==> src/rtl/spi_write_arbiter.sv <==
// spi_write_arbiter: round-robin SPI write master shared by NREQ requesters.
// Ports: clk, rst_n; req/addr/data per requester in; ack, busy, CS/SCLK/SDATA out.
module spi_write_arbiter #(
   parameter int NREQ   = 2,
   parameter int CLKDIV = 25
) (
   input  logic              clk,
   input  logic              rst_n,
   input  logic [NREQ-1:0]   req,
   input  logic [8*NREQ-1:0] addr,
   input  logic [8*NREQ-1:0] data,
   output logic [NREQ-1:0]   ack,
   output logic              busy,
   output logic              CS,
   output logic              SCLK,
   output logic              SDATA
);
   localparam int CW = (CLKDIV > 1) ? $clog2(CLKDIV) : 1;
   localparam int PW = (NREQ > 1) ? $clog2(NREQ) : 1;

   typedef enum logic [2:0] {
      S_IDLE, S_SETUP, S_SHIFT, S_TAIL, S_GAP
   } state_t;

   state_t          r_state, w_state_nxt;
   logic [CW-1:0]   r_cnt, w_cnt_nxt;
   logic [PW-1:0]   r_ptr, w_ptr_nxt;
   logic [PW-1:0]   r_gnt, w_gnt_nxt;
   logic [15:0]     r_shift, w_shift_nxt;
   logic [3:0]      r_bit, w_bit_nxt;
   logic            r_ph, w_ph_nxt;
   logic [NREQ-1:0] r_ack, w_ack_nxt;
   logic            r_busy, w_busy_nxt;
   logic            r_cs, w_cs_nxt;
   logic            r_sclk, w_sclk_nxt;
   logic            r_sdata, w_sdata_nxt;

   logic              w_tick;
   logic [2*NREQ-1:0] w_req2;
   logic [NREQ-1:0]   w_rot;
   logic [PW-1:0]     w_off;
   logic [PW:0]       w_sum;
   logic [PW-1:0]     w_sel;
   logic [15:0]       w_word;

   assign w_tick = (r_cnt == CW'(CLKDIV - 1));

   // Rotate requests so bit 0 is the requester at the rr pointer;
   // the lowest set bit of the rotated vector is the winner.
   assign w_req2 = {req, req} >> r_ptr;
   assign w_rot  = w_req2[NREQ-1:0];

   always_comb begin
      w_off = '0;
      for (int k = NREQ - 1; k >= 0; k--) begin
         if (w_rot[k]) w_off = PW'(k);
      end
   end

   assign w_sum = {1'b0, r_ptr} + {1'b0, w_off};
   assign w_sel = (w_sum >= (PW+1)'(NREQ)) ?
                  PW'(w_sum - (PW+1)'(NREQ)) : w_sum[PW-1:0];

   always_comb begin
      w_word = '0;
      for (int i = 0; i < NREQ; i++) begin
         if (w_sel == PW'(i)) w_word = {addr[8*i +: 8], data[8*i +: 8]};
      end
   end

   always_comb begin
      w_state_nxt = r_state;
      w_cnt_nxt   = w_tick ? '0 : r_cnt + 1'b1;
      w_ptr_nxt   = r_ptr;
      w_gnt_nxt   = r_gnt;
      w_shift_nxt = r_shift;
      w_bit_nxt   = r_bit;
      w_ph_nxt    = r_ph;
      w_ack_nxt   = '0;
      w_busy_nxt  = r_busy;
      w_cs_nxt    = r_cs;
      w_sclk_nxt  = r_sclk;
      w_sdata_nxt = r_sdata;
      unique case (r_state)
         S_IDLE: begin
            w_cnt_nxt = '0;
            if (|req) begin
               w_gnt_nxt   = w_sel;
               w_shift_nxt = w_word;
               w_cs_nxt    = 1'b0;
               w_busy_nxt  = 1'b1;
               w_state_nxt = S_SETUP;
            end
         end
         S_SETUP: begin
            if (w_tick) begin
               w_sdata_nxt = r_shift[15];
               w_sclk_nxt  = 1'b0;
               w_bit_nxt   = '0;
               w_ph_nxt    = 1'b0;
               w_state_nxt = S_SHIFT;
            end
         end
         S_SHIFT: begin
            if (w_tick) begin
               if (!r_ph) begin
                  w_sclk_nxt = 1'b1;
                  w_ph_nxt   = 1'b1;
               end else begin
                  // Data moves only together with the falling SCLK.
                  w_sclk_nxt  = 1'b0;
                  w_ph_nxt    = 1'b0;
                  w_shift_nxt = r_shift << 1;
                  w_bit_nxt   = r_bit + 1'b1;
                  if (r_bit == 4'd15) begin
                     w_sdata_nxt = 1'b0;
                     w_state_nxt = S_TAIL;
                  end else begin
                     w_sdata_nxt = r_shift[14];
                  end
               end
            end
         end
         S_TAIL: begin
            if (w_tick) begin
               w_cs_nxt    = 1'b1;
               w_state_nxt = S_GAP;
            end
         end
         S_GAP: begin
            if (w_tick) begin
               w_ack_nxt[r_gnt] = 1'b1;
               w_busy_nxt       = 1'b0;
               w_ptr_nxt        = (r_gnt == PW'(NREQ - 1)) ?
                                  '0 : r_gnt + 1'b1;
               w_state_nxt      = S_IDLE;
            end
         end
         default: w_state_nxt = S_IDLE;
      endcase
   end

   always_ff @(posedge clk or negedge rst_n) begin
      if (!rst_n) begin
         r_state <= S_IDLE;
         r_cnt   <= '0;
         r_ptr   <= '0;
         r_gnt   <= '0;
         r_shift <= '0;
         r_bit   <= '0;
         r_ph    <= 1'b0;
         r_ack   <= '0;
         r_busy  <= 1'b0;
         r_cs    <= 1'b1;
         r_sclk  <= 1'b0;
         r_sdata <= 1'b0;
      end else begin
         r_state <= w_state_nxt;
         r_cnt   <= w_cnt_nxt;
         r_ptr   <= w_ptr_nxt;
         r_gnt   <= w_gnt_nxt;
         r_shift <= w_shift_nxt;
         r_bit   <= w_bit_nxt;
         r_ph    <= w_ph_nxt;
         r_ack   <= w_ack_nxt;
         r_busy  <= w_busy_nxt;
         r_cs    <= w_cs_nxt;
         r_sclk  <= w_sclk_nxt;
         r_sdata <= w_sdata_nxt;
      end
   end

   assign ack   = r_ack;
   assign busy  = r_busy;
   assign CS    = r_cs;
   assign SCLK  = r_sclk;
   assign SDATA = r_sdata;

endmodule

==> config.mk <==
export PLATFORM = sky130hd
export DESIGN_NAME = spi_write_arbiter
export DESIGN_NICKNAME = d
export VERILOG_FILES = /design/src/rtl/spi_write_arbiter.sv
export SDC_FILE = /design/constraint.sdc
export NUM_CORES = 1
export LEC_CHECK = 0
export CORE_MARGIN = 2
export CORE_UTILIZATION = 35
export CTS_CLUSTER_DIAMETER = 40
export DETAILED_ROUTE_END_ITERATION = 8
export DONT_BUFFER_PORTS = 1
export MAX_ROUTING_LAYER = met4
export PLACE_DENSITY = 0.52
export SLEW_MARGIN = 10
export SYNTH_ARGS = -nofsm -noshare
export SYNTH_HDL_FRONTEND = slang
export SYNTH_SLANG_ARGS = --single-unit
==> constraint.sdc <==
create_clock -name clk -period 2.4 [get_ports clk]
set_clock_uncertainty 0.05 [all_clocks]
set_input_delay 0.72 -clock clk [delete_from_list [all_inputs] [get_ports clk]]
set_output_delay 0.72 -clock clk [all_outputs]
set_load 0.01 [all_outputs]
==> impl_metrics.yaml, run 1 <==
power:
  power_w: 0.00232
  pwr_density_cell_mw_per_mm2: 1130
  ir_drop_v: 0.000371
  leakage_nw: 0.852
timing:
  rsz0062_at_grt: "false"
  setup_viol: 0
  worst_slack_ns: 0.332
  tightest_slew_ns: 0.529
  drv_slew: 0
  min_period_ns: 2.07
  hold_viol: 0
  fmax_mhz: 484
  setup_tns_ns: 0
  fin_crit_sh_pct: 86.2
  relSlewSlack_pct: 64.5
worst_setup_path:
  cp_num_buf_inv: 1
  crit_chain: "inv_1, ha_1, nand4b_4, or4_4, o22ai_1, a31oi_1"
  max_stage_delay_ns: 0.68
  cp-start-kind: "flip-flop"
  r2r_start: "r_cnt[0]$_DFF_PN0_"
  path_delay_family: "simple AND/OR/NAND/NOR gates"
  critPathKind: "flip-flop to flip-flop"
  slowest_stage: "or4_4"
  required_ns: 2.52
  cp_max_fo: 16
  cp-end-kind: "flip-flop"
  rrSetupSlack_ns: 0.33
  startpoint: "r_cnt[0]$_DFF_PN0_"
  crit-reg2reg-capture: "r_shift[14]$_DFFE_PN0P_"
  reg2reg_depth: 6
  crit_arrival_ns: 2.19
routing:
  drt_iter0_markers: 104
  routedWlPerCell_um: 14.9
  routed_via_density: 5.56
  drt-pass1-iter-count: 4
  wl_um: 4040
  ant_nets: 0
  vias: 1500
  drc: 0
synthesis:
  synthArstFlopShare_pct: 100
  ys_ff_latch: 36
  synth_nets: 234
  syn_avg_cell_area_um2: 9.50
  syn_inst: 195
  synth_common_cells: "dfrtp_1 (35), nand2_1 (35), a31oi_1 (17), o22ai_1 (17), nor2_1 (12)"
  synthDistinctLibCells: 42
  synth_area_leaders: "dfrtp_1 (47%), nand2_1 (7.1%), a31oi_1 (5.7%)"
  ys.warnings.count: 0
  yosysTopAreaCellShare_pct: 47.3
  synth_flop_cell: "dfrtp_1"
  syn_area_mm2: 0.00185
  synth_edf_count: 0
  yosysTopAreaCell: "dfrtp_1"
  seq_area_frac_synth_pct: 48.7
grt:
  grt_pass1_wl_um: 6910
  gr-total-overflow: 0
  grt_pass1_vias: 1501
  antenna_found_initial: 0
  grt_max_degree: 37
  track_usage_pct: 15.0
floorplan:
  core-area_mm2: 0.00511
  die_area_mm2: 0.00589
  die_h_um: 76.8
  start_util_pct: 36.3
  rows: 26
  io_pins: 42
  die_width_um: 76.8
clock_tree:
  root_buffer: "clkbuf_8"
  ctsResizeCount: 0
  htree_levels: 2
  insertion_delay_ns: 0.29
  postCtsHoldBufs: 0
  cts_tree: "yes"
  path_clk_slew_ns: 0.08
  cts_buffers: 5
  cts.sinks: 36
  clk_path_buf_depth: 2
place:
  placed_cells: 261
  routabilityCongestion: 0.786
  pre_cts_ws_ns: 0.0602
  dp_hpwl_um: 2880
  port_buffers: 0
finish:
  nets: 238
  stdcell_count: 270
  drive_above_1_share_pct: 11.0
  area_delta_synth_final_pct: 10.6
  num_antenna_cells: 0
  fin_util_pct: 40.1
worst_hold_path:
  hp-class: "input port to async pin"
run:
  drv_cap: 0
run_status:
  outcome: "completed"
## layout by cell type (no fill, tap or decap), drive strengths merged, types with 3 or more instances in the layout
master / instances
a31oi: 17
buf: 6
nor2: 12
inv: 8
nor2b: 6
nand2: 35
nor3: 4
o21ai: 9
ha: 3
nand3: 4
o22ai: 17
dfrtp: 35
clkbuf: 5
a21oi: 5
## worst max path at each step
| stage | slack [ns] | cells past startpoint | endpoint |
|---|---|---|---|
| 2_1_floorplan | 0.43 | 8 | r_shift[10]$_DFFE_PN0P_ |
| 3_3_place_gp | 0.17 | 6 | r_shift[13]$_DFFE_PN0P_ |
| 3_5_place_dp | 0.06 | 6 | r_shift[14]$_DFFE_PN0P_ |
| 4_1_cts | 0.06 | 6 | r_shift[14]$_DFFE_PN0P_ |
| 5_1_grt | 0.25 | 6 | r_shift[4]$_DFFE_PN0P_ |
| 6_report | 0.33 | 6 | r_shift[14]$_DFFE_PN0P_ |
## flip-flops by register name, indices dropped and copies added (netlist names)
signal / flops
CS: 1
busy: 1
r_cnt: 5
SCLK: 1
r_gnt: 1
r_ptr: 1
ack: 2
r_state: 3
r_bit: 4
SDATA: 1
r_shift: 16
## cell type report
| type | count | area, µm² |
|---|---|---|
| fill | 543 | 3060 |
| clock buffer | 5 | 68.8 |
| multi-input combinational | 142 | 861 |
| inverter | 8 | 30.0 |
| tap | 70 | 87.6 |
| clock inverter | 3 | 42.5 |
| timing repair buffer | 6 | 57.6 |
| sequential | 36 | 902 |
## worst reg2reg max path: stages, from the launching register on
cell      delay (ns)
dfrtp_1         0.41
inv_1           0.07
ha_1            0.21
nand4b_4        0.21
or4_4           0.68
o22ai_1         0.25
a31oi_1         0.07
## through the flow
step	area, µm²	hold WS (ns)
2_1_floorplan	1850	0.367
3_3_place_gp	1920	0.376
3_5_place_dp	1920	0.376
4_1_cts	2030	0.0535
5_1_grt	2050	0.0421
6_report	2050	0.0671
## report_power, final
part	internal, W	switching (W)	leakage, nW
Clock	0.000307	0.000222	0.0541
Combinational	0.000352	0.000411	0.365
Sequential	0.000838	0.000192	0.434
Total	0.00150	0.000825	0.852
## layer usage
metal  global-route usage, %  up-vias  wire, µm
met5                       -        -         0
met4                    5.45        0        58
met3                    4.24        8       233
met2                    23.1       43      1890
met1                    18.9      732      1850
li1                        -      717         -
## logic make-up after synthesis
logic type | Yosys count | share of synthesized area, %
AO/OA/AOI/OAI | 59 | 21.3
AND/OR/NAND/NOR | 74 | 20.1
multiplexers | 2 | 1.15
buffers and inverters | 17 | 4.86
flip-flops | 36 | 48.7
XOR/XNOR | 4 | 1.89
adder cells (fa/ha/maj) | 3 | 2.03
## repair_timing
item,CTS,global route
setup endpoints to repair,0,15
setup buffers,0,1
endpoints found under the hold margin,0,0
Note: power is estimated with default switching activity, not from simulation.
==> run 2, diff against run 1 <==
Settings changed: CAP_MARGIN set to 15.
==> results of run 2 <==
Final layout, timing and power as in run 1 (identical DEF).
==> run 3, diff against run 2 <==
Settings changed: CORE_UTILIZATION 35 to 62, PLACE_DENSITY 0.52 to 0.81.
==> run 3 against run 2 <==
  * Hold slack better by 0.089 ns
  * Sequential share of layout area increased by 2.2 points
  * Clock-buffer cell count is the same
  * Clock power shrank 40%
  * First-iteration DRC count shrank 48%
  * Register-to-register slack got worse by 0.03 ns
  * Highest routed layer unchanged
  * Non-clock buffer count down 1
  * Final area fell by 4.8%
  * Combinational power is 0.7% lower
  * Core utilization is 29 points higher
  * Sequential power is essentially flat
==> impl_metrics.yaml, run 3 (synthesis results as in run 1) <==
power:
  p_switching_w: 0.000827
  power_w: 0.00212
  sequentialPowerShare_pct: 49.4
  pwr_density_cell_mw_per_mm2: 1090
  leakage_nw: 0.832
  swShare_pct: 38.9
  clkPwrFrac_pct: 14.9
  ir_drop_v: 0.000584
  combPwrFrac_pct: 35.7
  p_int_w: 0.00130
worst_setup_path:
  startpoint: "r_cnt[0]$_DFF_PN0_"
  crit_arrival_ns: 2.26
  cp_max_fo: 16
  cp_num_buf_inv: 1
  slowest_stage: "or4_4"
  critPathKind: "flip-flop to flip-flop"
  crit_chain: "inv_1, ha_1, nand4b_4, or4_4, o22ai_1, a31oi_1"
  max_stage_delay_ns: 0.68
  r2r_start: "r_cnt[0]$_DFF_PN0_"
  required_ns: 2.57
  cp-start-kind: "flip-flop"
  cp-end-kind: "flip-flop"
  path_delay_family: "simple AND/OR/NAND/NOR gates"
timing:
  relSlewSlack_pct: 64.1
  hold_viol: 0
  fin_crit_sh_pct: 87.3
  rsz0062_at_grt: "false"
  drv_slew: 0
  setup_viol: 0
  worst_hold_slack_ns: 0.156
  min_period_ns: 2.09
  worst_slack_ns: 0.305
  fmax_mhz: 477
  setup_tns_ns: 0
  tightest_slew_ns: 0.534
routing:
  drc: 0
  drt-pass1-iter-count: 4
  routedWlPerCell_um: 16.4
  routed_via_density: 6.49
  vias: 1493
  wl_um: 3780
  drt_iter0_markers: 54
  ant_nets: 0
grt:
  grt_pass1_vias: 1477
  antenna_found_initial: 0
  grt_pass1_wl_um: 6380
  gr-total-overflow: 0
  grt_max_degree: 37
  gr-usage-met2_pct: 40.1
  track_usage_pct: 25.2
  gr-usage-met3_pct: 5.71
  busiest_layer: "met2"
  grtUsageMet1_pct: 31.1
finish:
  drive_above_1_share_pct: 10.6
  nets: 237
  num_antenna_cells: 0
  biggestRegsByFlops: "r_shift: 16 flops, r_cnt: 5 flops, r_bit: 4 flops"
  area_delta_synth_final_pct: 5.27
  largest_reg_flops: 16
  mostFrequentLayoutCells: "dfrtp_1 (35), nand2_1 (35), o22ai_1 (17), a31oi_1 (17), nor2_1 (12)"
  regMostFlops: "r_shift"
  fillers: 214
worst_hold_path:
  hp-class: "input port to async pin"
run_status:
  outcome: "completed"
clock_tree:
  insertion_delay_ns: 0.33
  ctsResizeCount: 0
  root_buffer: "clkbuf_4"
  clk_path_buf_depth: 2
  cts_tree: "yes"
  htree_levels: 2
  cts.sinks: 36
  cts_buffers: 5
  path_clk_slew_ns: 0.11
floorplan:
  die_width_um: 58.7
  rows: 19
  io_pins: 42
  core-area_mm2: 0.00281
  start_util_pct: 66.1
  die_area_mm2: 0.00344
  die_h_um: 58.7
place:
  dp_hpwl_um: 2570
  port_buffers: 0
  routabilityCongestion: 0.793
  pre_cts_ws_ns: 0.125
run:
  drv_cap: 0
## run 3: cell count changes in the layout (fill, tap and decap cells not counted)
cell,before,now
clkinv_2,1,2
bufinv_16,1,0
clkbuf_8,5,0
buf_12,1,2
buf_4,5,3
clkbuf_4,0,5
clkinvlp_4,1,0
clkinv_4,0,1
## run 3: final timing paths
check,endpoint,slack (ns),cells after the start
max reg2reg,r_shift[15]$_DFFE_PN0P_,0.31,6
min reg2reg,ack[0]$_DFF_PN0_,0.40,1
min in group clk,ack[0]$_DFF_PN0_,0.40,1
min,r_ptr$_DFFE_PN0P_,0.16,1
max,r_shift[15]$_DFFE_PN0P_,0.31,6
max in group asynchronous,r_shift[2]$_DFFE_PN0P_,1.96,1
## run 3: stage by stage
stage / utilization [%] / cells / area, µm²
finish: 69.5 / 230 / 1950
global route: 69.5 / 230 / 1950
CTS: 68.1 / 228 / 1910
detailed placement: 66.1 / 220 / 1850
global placement: 66.1 / 220 / 1850
floorplan: - / 195 / 1850
## run 3: power by group through the flow
stage	Clock [W]	Combinational (W)	Sequential [W]
3_5_place_dp	0	0.000697	0.00105
3_3_place_gp	0	0.000663	0.00104
4_1_cts	0.000324	0.000699	0.00104
5_1_grt	0.000359	0.000854	0.00108
6_report	0.000317	0.000757	0.00105
2_1_floorplan	0	0.000596	0.000995
## run 3: repair_timing
action	4_1_cts	5_1_grt
endpoints found under the setup margin	0	11
buffers inserted	0	1
hold endpoints to repair	0	35
hold buffers	0	1
## run 3: area by class of cell
type	instances	area [µm²]	share of cell area [%]
repair buffers	5	62.6	3.21
clock inverters	3	18.8	0.962
well taps	31	38.8	1.99
clock buffers	5	37.5	1.92
flip-flops and latches	36	902	46.2
multi-input cells	142	861	44.1
inverters	8	30.0	1.54
## run 3: routing by layer
layer	wire [µm]	share of wire, %
met3	276	7.3
met1	1540	41
met4	49	1.3
met5	0	0
met2	1910	51
## run 3: worst register-to-register path, stage by stage, from the launching register on
cell	delay, ns
dfrtp_1	0.43
inv_1	0.10
ha_1	0.25
nand4b_4	0.20
or4_4	0.68
o22ai_1	0.21
a31oi_1	0.07
